[src/rtl/gpio_pkg.sv]
// Shared constants for the GPIO controller: register byte offsets and the
// width of the debounce sample divider.
package gpio_pkg;

    localparam int DEB_DIV_W = 16;

    localparam logic [4:0] GPIO_DIR_OFF    = 5'h00;
    localparam logic [4:0] GPIO_OUT_OFF    = 5'h04;
    localparam logic [4:0] GPIO_IN_OFF     = 5'h08;
    localparam logic [4:0] GPIO_RISE_OFF   = 5'h0C;
    localparam logic [4:0] GPIO_FALL_OFF   = 5'h10;
    localparam logic [4:0] GPIO_PEND_OFF   = 5'h14;
    localparam logic [4:0] GPIO_DEBEN_OFF  = 5'h18;
    localparam logic [4:0] GPIO_DEBDIV_OFF = 5'h1C;

endpackage

[src/rtl/gpio_in_filter.sv]
// Single-pin input path: synchroniser chain, two-sample debounce history
// and a one-cycle delayed copy of the debounced value for edge detection.
module gpio_in_filter
    import gpio_pkg::*;
#(
    parameter int SYNC_STAGES = 2
) (
    input  logic clk_i,
    input  logic rst_i,
    input  logic pin_i,
    input  logic tick_i,
    input  logic deb_en_i,
    output logic deb_o,
    output logic prev_o
);

    logic [SYNC_STAGES-1:0] sync_q;
    logic [1:0]             hist_q, hist_d;
    logic                   deb_q, deb_d;
    logic                   prev_q;
    logic                   sync;
    logic                   deb;

    assign sync = sync_q[SYNC_STAGES-1];

    // With debounce off the history and filtered value shadow the
    // synchroniser, so enabling debounce later starts from the live level.
    always_comb begin
        hist_d = hist_q;
        deb_d  = deb_q;
        if (!deb_en_i) begin
            hist_d = {sync, sync};
            deb_d  = sync;
        end else if (tick_i) begin
            hist_d = {hist_q[0], sync};
            if (hist_d[1] == hist_d[0]) begin
                deb_d = hist_d[0];
            end
        end
    end

    // Bypass is combinational so clearing the enable acts on the next cycle.
    assign deb = deb_en_i ? deb_q : sync;

    // Synchroniser, history, filtered value and previous-cycle copy.
    always_ff @(posedge clk_i or posedge rst_i) begin
        if (rst_i) begin
            sync_q <= '0;
            hist_q <= '0;
            deb_q  <= 1'b0;
            prev_q <= 1'b0;
        end else begin
            sync_q <= {sync_q[SYNC_STAGES-2:0], pin_i};
            hist_q <= hist_d;
            deb_q  <= deb_d;
            prev_q <= deb;
        end
    end

    assign deb_o  = deb;
    assign prev_o = prev_q;

endmodule

[src/rtl/gpio_ctrl.sv]
// Register-programmed GPIO block: direction/output registers, filtered
// inputs, edge-capture interrupts with W1C pending bits and one irq line.
//
// Bus handshake: a request is a single-cycle bus_read or bus_write pulse;
// every request is acknowledged by exactly one bus_ready pulse in the next
// cycle, with bus_rdata valid only while bus_ready is high (0 otherwise).
module gpio_ctrl
    import gpio_pkg::*;
#(
    parameter int                   GPIO_NUMS   = 32,
    parameter int                   SYNC_STAGES = 2,
    parameter logic [DEB_DIV_W-1:0] DEB_DIV_RST = 16'd1000
) (
    input  logic                 clk,
    input  logic                 rst,
    input  logic [4:0]           bus_addr,
    input  logic                 bus_write,
    input  logic                 bus_read,
    input  logic [31:0]          bus_wdata,
    output logic [31:0]          bus_rdata,
    output logic                 bus_ready,
    input  logic [GPIO_NUMS-1:0] gpio_in,
    output logic [GPIO_NUMS-1:0] gpio_out,
    output logic [GPIO_NUMS-1:0] gpio_oe,
    output logic                 irq
);

    logic [GPIO_NUMS-1:0] dir_q, dir_d, out_q, out_d;
    logic [GPIO_NUMS-1:0] rise_en_q, rise_en_d, fall_en_q, fall_en_d;
    logic [GPIO_NUMS-1:0] pend_q, pend_d, deb_en_q, deb_en_d;
    logic [DEB_DIV_W-1:0] deb_div_q, deb_div_d, cnt_q, cnt_d;
    logic [31:0]          rdata_q, rdata_d, rd_val;
    logic                 ready_q, ready_d, irq_q, irq_d;
    logic [GPIO_NUMS-1:0] deb, prev, rise, fall, wdata_g;
    logic [4:0]           reg_off;
    logic                 tick;
    logic                 wr_dir, wr_out, wr_rise, wr_fall, wr_pend, wr_deben, wr_debdiv;
    logic                 unused_bus_bits;

    assign reg_off         = {bus_addr[4:2], 2'b00};
    assign wdata_g         = bus_wdata[GPIO_NUMS-1:0];
    assign unused_bus_bits = ^{bus_addr[1:0], bus_wdata};

    assign wr_dir    = bus_write && (reg_off == GPIO_DIR_OFF);
    assign wr_out    = bus_write && (reg_off == GPIO_OUT_OFF);
    assign wr_rise   = bus_write && (reg_off == GPIO_RISE_OFF);
    assign wr_fall   = bus_write && (reg_off == GPIO_FALL_OFF);
    assign wr_pend   = bus_write && (reg_off == GPIO_PEND_OFF);
    assign wr_deben  = bus_write && (reg_off == GPIO_DEBEN_OFF);
    assign wr_debdiv = bus_write && (reg_off == GPIO_DEBDIV_OFF);

    // Shared debounce prescaler tick fires when the counter reaches DEB_DIV.
    assign tick = (cnt_q == deb_div_q);

    for (genvar g = 0; g < GPIO_NUMS; g++) begin : g_pin
        gpio_in_filter #(
            .SYNC_STAGES(SYNC_STAGES)
        ) u_filter (
            .clk_i    (clk),
            .rst_i    (rst),
            .pin_i    (gpio_in[g]),
            .tick_i   (tick),
            .deb_en_i (deb_en_q[g]),
            .deb_o    (deb[g]),
            .prev_o   (prev[g])
        );
    end

    assign rise = deb & ~prev & rise_en_q;
    assign fall = ~deb & prev & fall_en_q;

    // Read mux; registers are zero-extended to the 32-bit bus.
    always_comb begin
        rd_val = '0;
        case (reg_off)
            GPIO_DIR_OFF:    rd_val[GPIO_NUMS-1:0] = dir_q;
            GPIO_OUT_OFF:    rd_val[GPIO_NUMS-1:0] = out_q;
            GPIO_IN_OFF:     rd_val[GPIO_NUMS-1:0] = deb;
            GPIO_RISE_OFF:   rd_val[GPIO_NUMS-1:0] = rise_en_q;
            GPIO_FALL_OFF:   rd_val[GPIO_NUMS-1:0] = fall_en_q;
            GPIO_PEND_OFF:   rd_val[GPIO_NUMS-1:0] = pend_q;
            GPIO_DEBEN_OFF:  rd_val[GPIO_NUMS-1:0] = deb_en_q;
            GPIO_DEBDIV_OFF: rd_val[DEB_DIV_W-1:0] = deb_div_q;
            default:         rd_val = '0;
        endcase
    end

    // Next-state for registers, prescaler, pending bits and bus response.
    always_comb begin
        dir_d     = wr_dir    ? wdata_g : dir_q;
        out_d     = wr_out    ? wdata_g : out_q;
        rise_en_d = wr_rise   ? wdata_g : rise_en_q;
        fall_en_d = wr_fall   ? wdata_g : fall_en_q;
        deb_en_d  = wr_deben  ? wdata_g : deb_en_q;
        deb_div_d = wr_debdiv ? bus_wdata[DEB_DIV_W-1:0] : deb_div_q;
        cnt_d     = tick ? '0 : cnt_q + DEB_DIV_W'(1);
        if (wr_debdiv) begin
            cnt_d = '0;
        end
        // New events are OR-ed in after the clear so a same-cycle set wins.
        pend_d  = (pend_q & ~(wr_pend ? wdata_g : '0)) | rise | fall;
        irq_d   = |pend_q;
        ready_d = bus_read | bus_write;
        rdata_d = bus_read ? rd_val : '0;
    end

    // All controller state; reset drops any acknowledge in flight.
    always_ff @(posedge clk or posedge rst) begin
        if (rst) begin
            dir_q     <= '0;
            out_q     <= '0;
            rise_en_q <= '0;
            fall_en_q <= '0;
            pend_q    <= '0;
            deb_en_q  <= '0;
            deb_div_q <= DEB_DIV_RST;
            cnt_q     <= '0;
            irq_q     <= 1'b0;
            ready_q   <= 1'b0;
            rdata_q   <= '0;
        end else begin
            dir_q     <= dir_d;
            out_q     <= out_d;
            rise_en_q <= rise_en_d;
            fall_en_q <= fall_en_d;
            pend_q    <= pend_d;
            deb_en_q  <= deb_en_d;
            deb_div_q <= deb_div_d;
            cnt_q     <= cnt_d;
            irq_q     <= irq_d;
            ready_q   <= ready_d;
            rdata_q   <= rdata_d;
        end
    end

    assign gpio_oe   = dir_q;
    assign gpio_out  = out_q;
    assign irq       = irq_q;
    assign bus_ready = ready_q;
    assign bus_rdata = rdata_q;

endmodule

[config.mk]
export PLATFORM = sky130hd
export DESIGN_NAME = gpio_ctrl
export DESIGN_NICKNAME = d
export VERILOG_FILES = /design/src/rtl/gpio_pkg.sv /design/src/rtl/gpio_in_filter.sv /design/src/rtl/gpio_ctrl.sv
export SDC_FILE = /design/constraint.sdc
export NUM_CORES = 1
export LEC_CHECK = 0
export BUFFER_PORTS_ARGS = -buffer_cell sky130_fd_sc_hd__buf_4
export CAP_MARGIN = 30
export CORE_MARGIN = 2
export CORE_UTILIZATION = 65
export CTS_BUF_LIST = sky130_fd_sc_hd__clkbuf_8
export DETAILED_ROUTE_END_ITERATION = 10
export MAX_ROUTING_LAYER = met4
export PLACE_DENSITY = 0.88
export SLEW_MARGIN = 5
export SYNTH_ARGS = -nofsm -noshare
export SYNTH_HDL_FRONTEND = slang
export SYNTH_SLANG_ARGS = --single-unit
[constraint.sdc]
create_clock -name clk -period 37.7 [get_ports clk]
set_clock_uncertainty 0.1 [all_clocks]
set_input_delay 5.655 -clock clk [delete_from_list [all_inputs] [get_ports clk]]
set_output_delay 5.655 -clock clk [all_outputs]
set_load 0.01 [all_outputs]
==> impl_metrics.tcl <==
set metrics [dict create \
    setup_viol 0 \
    antenna_found_initial 0 \
    synth_xor_area_share_pct 1.495 \
    hold_class "reg2reg" \
    syn_area_per_cell_sq_um 12.60 \
    ys_warn_count 0 \
    htreeDepth 3 \
    gp_congestion 0.9171 \
    required_ns 38.07 \
    synth_top_family_by_area "multiplexers" \
    worst_setup_path_end_kind "flop" \
    routed-via-count 12730 \
    hpwl_um 27730 \
    grt_overflow_total 0 \
    post_cts_buffers 0 \
    cts_sinks 418 \
    rows 60 \
    synth_edf_count 0 \
    grt_setup_unrepaired "false" \
    area_growth_pct 15.57 \
    drt_drc_violations_left 0 \
    fillCellCount 1589 \
    avgViaCountPerCell 6.486 \
    crit_buf_inv 2 \
    io_pins 171 \
    yosys.area.top_type_share_pct 58.65 \
    cp_common_cell "buf_4" \
    yosys.area_share.simple_pct 8.250 \
    worst_slew_pin_slew_ns 1.032 \
    period_share_pct 22.52 \
    min_period_ns 8.489 \
    cts_tree "yes" \
    finalSetupTns_ns 0 \
    cp.arrival_ns 8.86 \
    syn-cell-area_sq_um 17580 \
    core_area_sq_um 26730 \
    cts.repair.resized 0 \
    synth-main-ff-cell "dfrtp_1" \
    critPathKind "in2reg" \
    wl_per_cell_um 22.84 \
    ys_seq_area_share_pct 59.55 \
    initial_utilization_pct 65.77 \
    ir_worst_vdd_mv 0.03361 \
    first_global_vias 13060 \
    pwr-share-clk_pct 30.6 \
    synth-async-reset-ratio_pct 100.0 \
    chipHeight_um 168.5 \
    drt_pass1_iterations 6 \
    clock-root-buffer "clkbuf_8" \
    yosys.area.top_type "dfrtp_1" \
    p_switching_uw 357.8 \
    internal_power_uw 851.2 \
    power_density_nw_per_um2 59.51 \
    synth_nets 1469 \
    max_stage_delay_ns 0.83 \
    die_area_sq_um 28380 \
    syn_inst 1395 \
    drive_above_1_share_pct 30.09 \
    switching_share_pct 29.59 \
    crit_family "simple AND/OR/NAND/NOR gates" \
    portBuffers 168 \
    synth_cell_types 55 \
    yosys-top-cells-area "dfrtp_1, mux2_2, a22oi_1, nand2_1, mux2_4" \
    cpMaxStageDelayCell "and2_4" \
    diodes 0 \
    grt_pass1_wl_um 70240 \
    hold_violations 0 \
    path_cells "buf_4, nor2b_1, buf_4, nor2b_4, and2_4, mux2_2" \
    clockBufferDepth 3 \
    cts_hold_buffers 0 \
    slew_headroom_pct 31.21 \
    numCtsBuffers 67 \
    synth_compound_area_share_pct 11.35 \
    fmax_mhz 117.8 \
    wirelength_um 44830 \
    ys_ff_latch 418 \
    synthMuxAreaShare_pct 15.57 \
    power_frac_seq_pct 51.2 \
    status "completed" \
    p_leak_uw 0.009267 \
    drv_slew 0 \
    fin_area_sq_um 20310 \
    synthAdderAreaFrac_pct 0.07118 \
    critPathLaunchType "input pin" \
    p_comb_share_pct 18.2 \
    ant_nets 0 \
    cp_max_fo 32 \
    grt_max_degree 180 \
    clk_latency_ns 0.60 \
    clk_pin_slew_ns 0.06 \
    die_x_um 168.5 \
    gr-usage-all-layers_pct 33.00 \
    placed_cell_area_sq_um 19040 \
    drv_cap 0 \
    nNetsFinal 1657 \
    drt_first_iter_violations 1412 \
]
==> through the flow <==
stage | total power [uW] | setup slack (ns) | hold WS (ns) | util, % | cells
after floorplan | 744.1 | 20.32 | 0.2312 | - | 1395
after global placement | 818.5 | 28.68 | 0.2315 | 70.86 | 1849
after detailed placement | 838.6 | 28.72 | 0.2347 | 71.25 | 1854
after CTS | 1208 | 29.34 | 0.2463 | 75.96 | 1962
after global routing | 1261 | 29.21 | 0.2498 | 76.01 | 1963
final | 1209 | 29.21 | 0.2424 | 76.01 | 1963
==> logic make-up after synthesis <==
logic type | Yosys count
flops | 418
simple gates | 304
compound gates | 287
mux | 231
buf+inv | 124
xor+xnor | 30
fa+ha+maj | 1
==> worst register-to-register path, cell delays in order, from the launching register on <==
cell and delay (ns):
dfrtp_1 0.44, xor2_1 0.19, nor4_1 0.55, nand4_1 0.55
buf_4 0.48, nand2_1 0.49, nor2_1 0.14
==> flip-flops by register name, indices dropped and copies added, names as in the netlist <==
| name | cells |
|---|---|
| g_pin.u_filter.sync_q | 64 |
| irq | 1 |
| bus_rdata | 32 |
| gpio_oe | 32 |
| deb_en_q | 32 |
| rise_en_q | 32 |
| deb_div_q | 16 |
| fall_en_q | 32 |
| gpio_out | 32 |
| g_pin.u_filter.prev_o | 32 |
| cnt_q | 16 |
| g_pin.u_filter.deb_q | 32 |
| pend_q | 32 |
| bus_ready | 1 |
| g_pin.u_filter.hist_q | 32 |
==> metal layers <==
metal | share of wire (%) | GRT usage (%) | vias to the layer above | wire length [um]
li1 | - | - | 5410 | -
met1 | 38 | 42.58 | 6384 | 17130
met2 | 48 | 50.13 | 763 | 21350
met3 | 9.6 | 7.318 | 175 | 4293
met4 | 4.6 | 16.42 | 0 | 2061
met5 | 0 | - | - | 0
==> synthesized netlist by cell type (27+ instances only) <==
cell       n
dfrtp_1  412
mux2_2   162
nand2_1  135
a22oi_1   72
inv_1     59
nor2_1    56
a21oi_1   50
o21ai_0   44
buf_2     31
mux2_4    30
mux2_1    27
==> final timing paths <==
path                                         startpoint                            to  slack, ns  depth (start not counted)
setup / recovery                            bus_addr[2]                  gpio_out[30]      29.21                          6
hold / removal             g_pin[20].u_filter.sync_q[0]  g_pin[20].u_filter.sync_q[1]       0.24                          0
setup reg to reg                               cnt_q[0]                     cnt_q[10]      34.64                          6
hold reg to reg            g_pin[20].u_filter.sync_q[0]  g_pin[20].u_filter.sync_q[1]       0.24                          0
max in group asynchronous                           rst                 bus_rdata[26]      30.68                          5
min in group asynchronous                           rst  g_pin[11].u_filter.sync_q[0]       4.91                          2
==> cell usage in the layout, fill, tap and decap left out, types with 4 or more instances in the layout <==
cell and instances:
o211ai_1 18, nand2b_1 11, a211oi_1 8, mux2_2 162
nor2_1 56, buf_4 177, xor2_1 23, xnor2_1 7
a21oi_1 50, a22o_1 5, o311ai_0 11, a221oi_1 10
mux2i_1 9, nand2_1 135, dfstp_2 6, mux2_1 27
nor4_1 12, a41oi_1 8, mux2_4 30, and3_1 4
dfrtp_1 412, o21ai_0 44, nand3_1 23, inv_1 78
a311oi_1 23, a21o_1 11, clkbuf_8 83, nand4_1 5
a22oi_1 72, nor2b_1 17, a31oi_1 16, nand3b_1 19
==> power groups by stage <==
| stage | Clock, uW | Combinational [uW] | Sequential [uW] |
|---|---|---|---|
| final | 370 | 220 | 619 |
| after CTS | 374 | 219 | 615 |
| after detailed placement | 0 | 217 | 621 |
| after global routing | 393 | 240 | 629 |
| after global placement | 0 | 204 | 615 |
| after floorplan | 0 | 138 | 606 |
==> final cells by class <==
class	count	area (sq um)	area share (%)
repair buffers	184	1469	7.231
clock buffers	83	1142	5.623
clock inverters	25	115.1	0.5666
flip-flops and latches	418	10470	51.53
multi-input cells	853	6465	31.82
inverters	59	229.0	1.127
well taps	341	426.7	2.100
(Power assumes the default switching activity.)
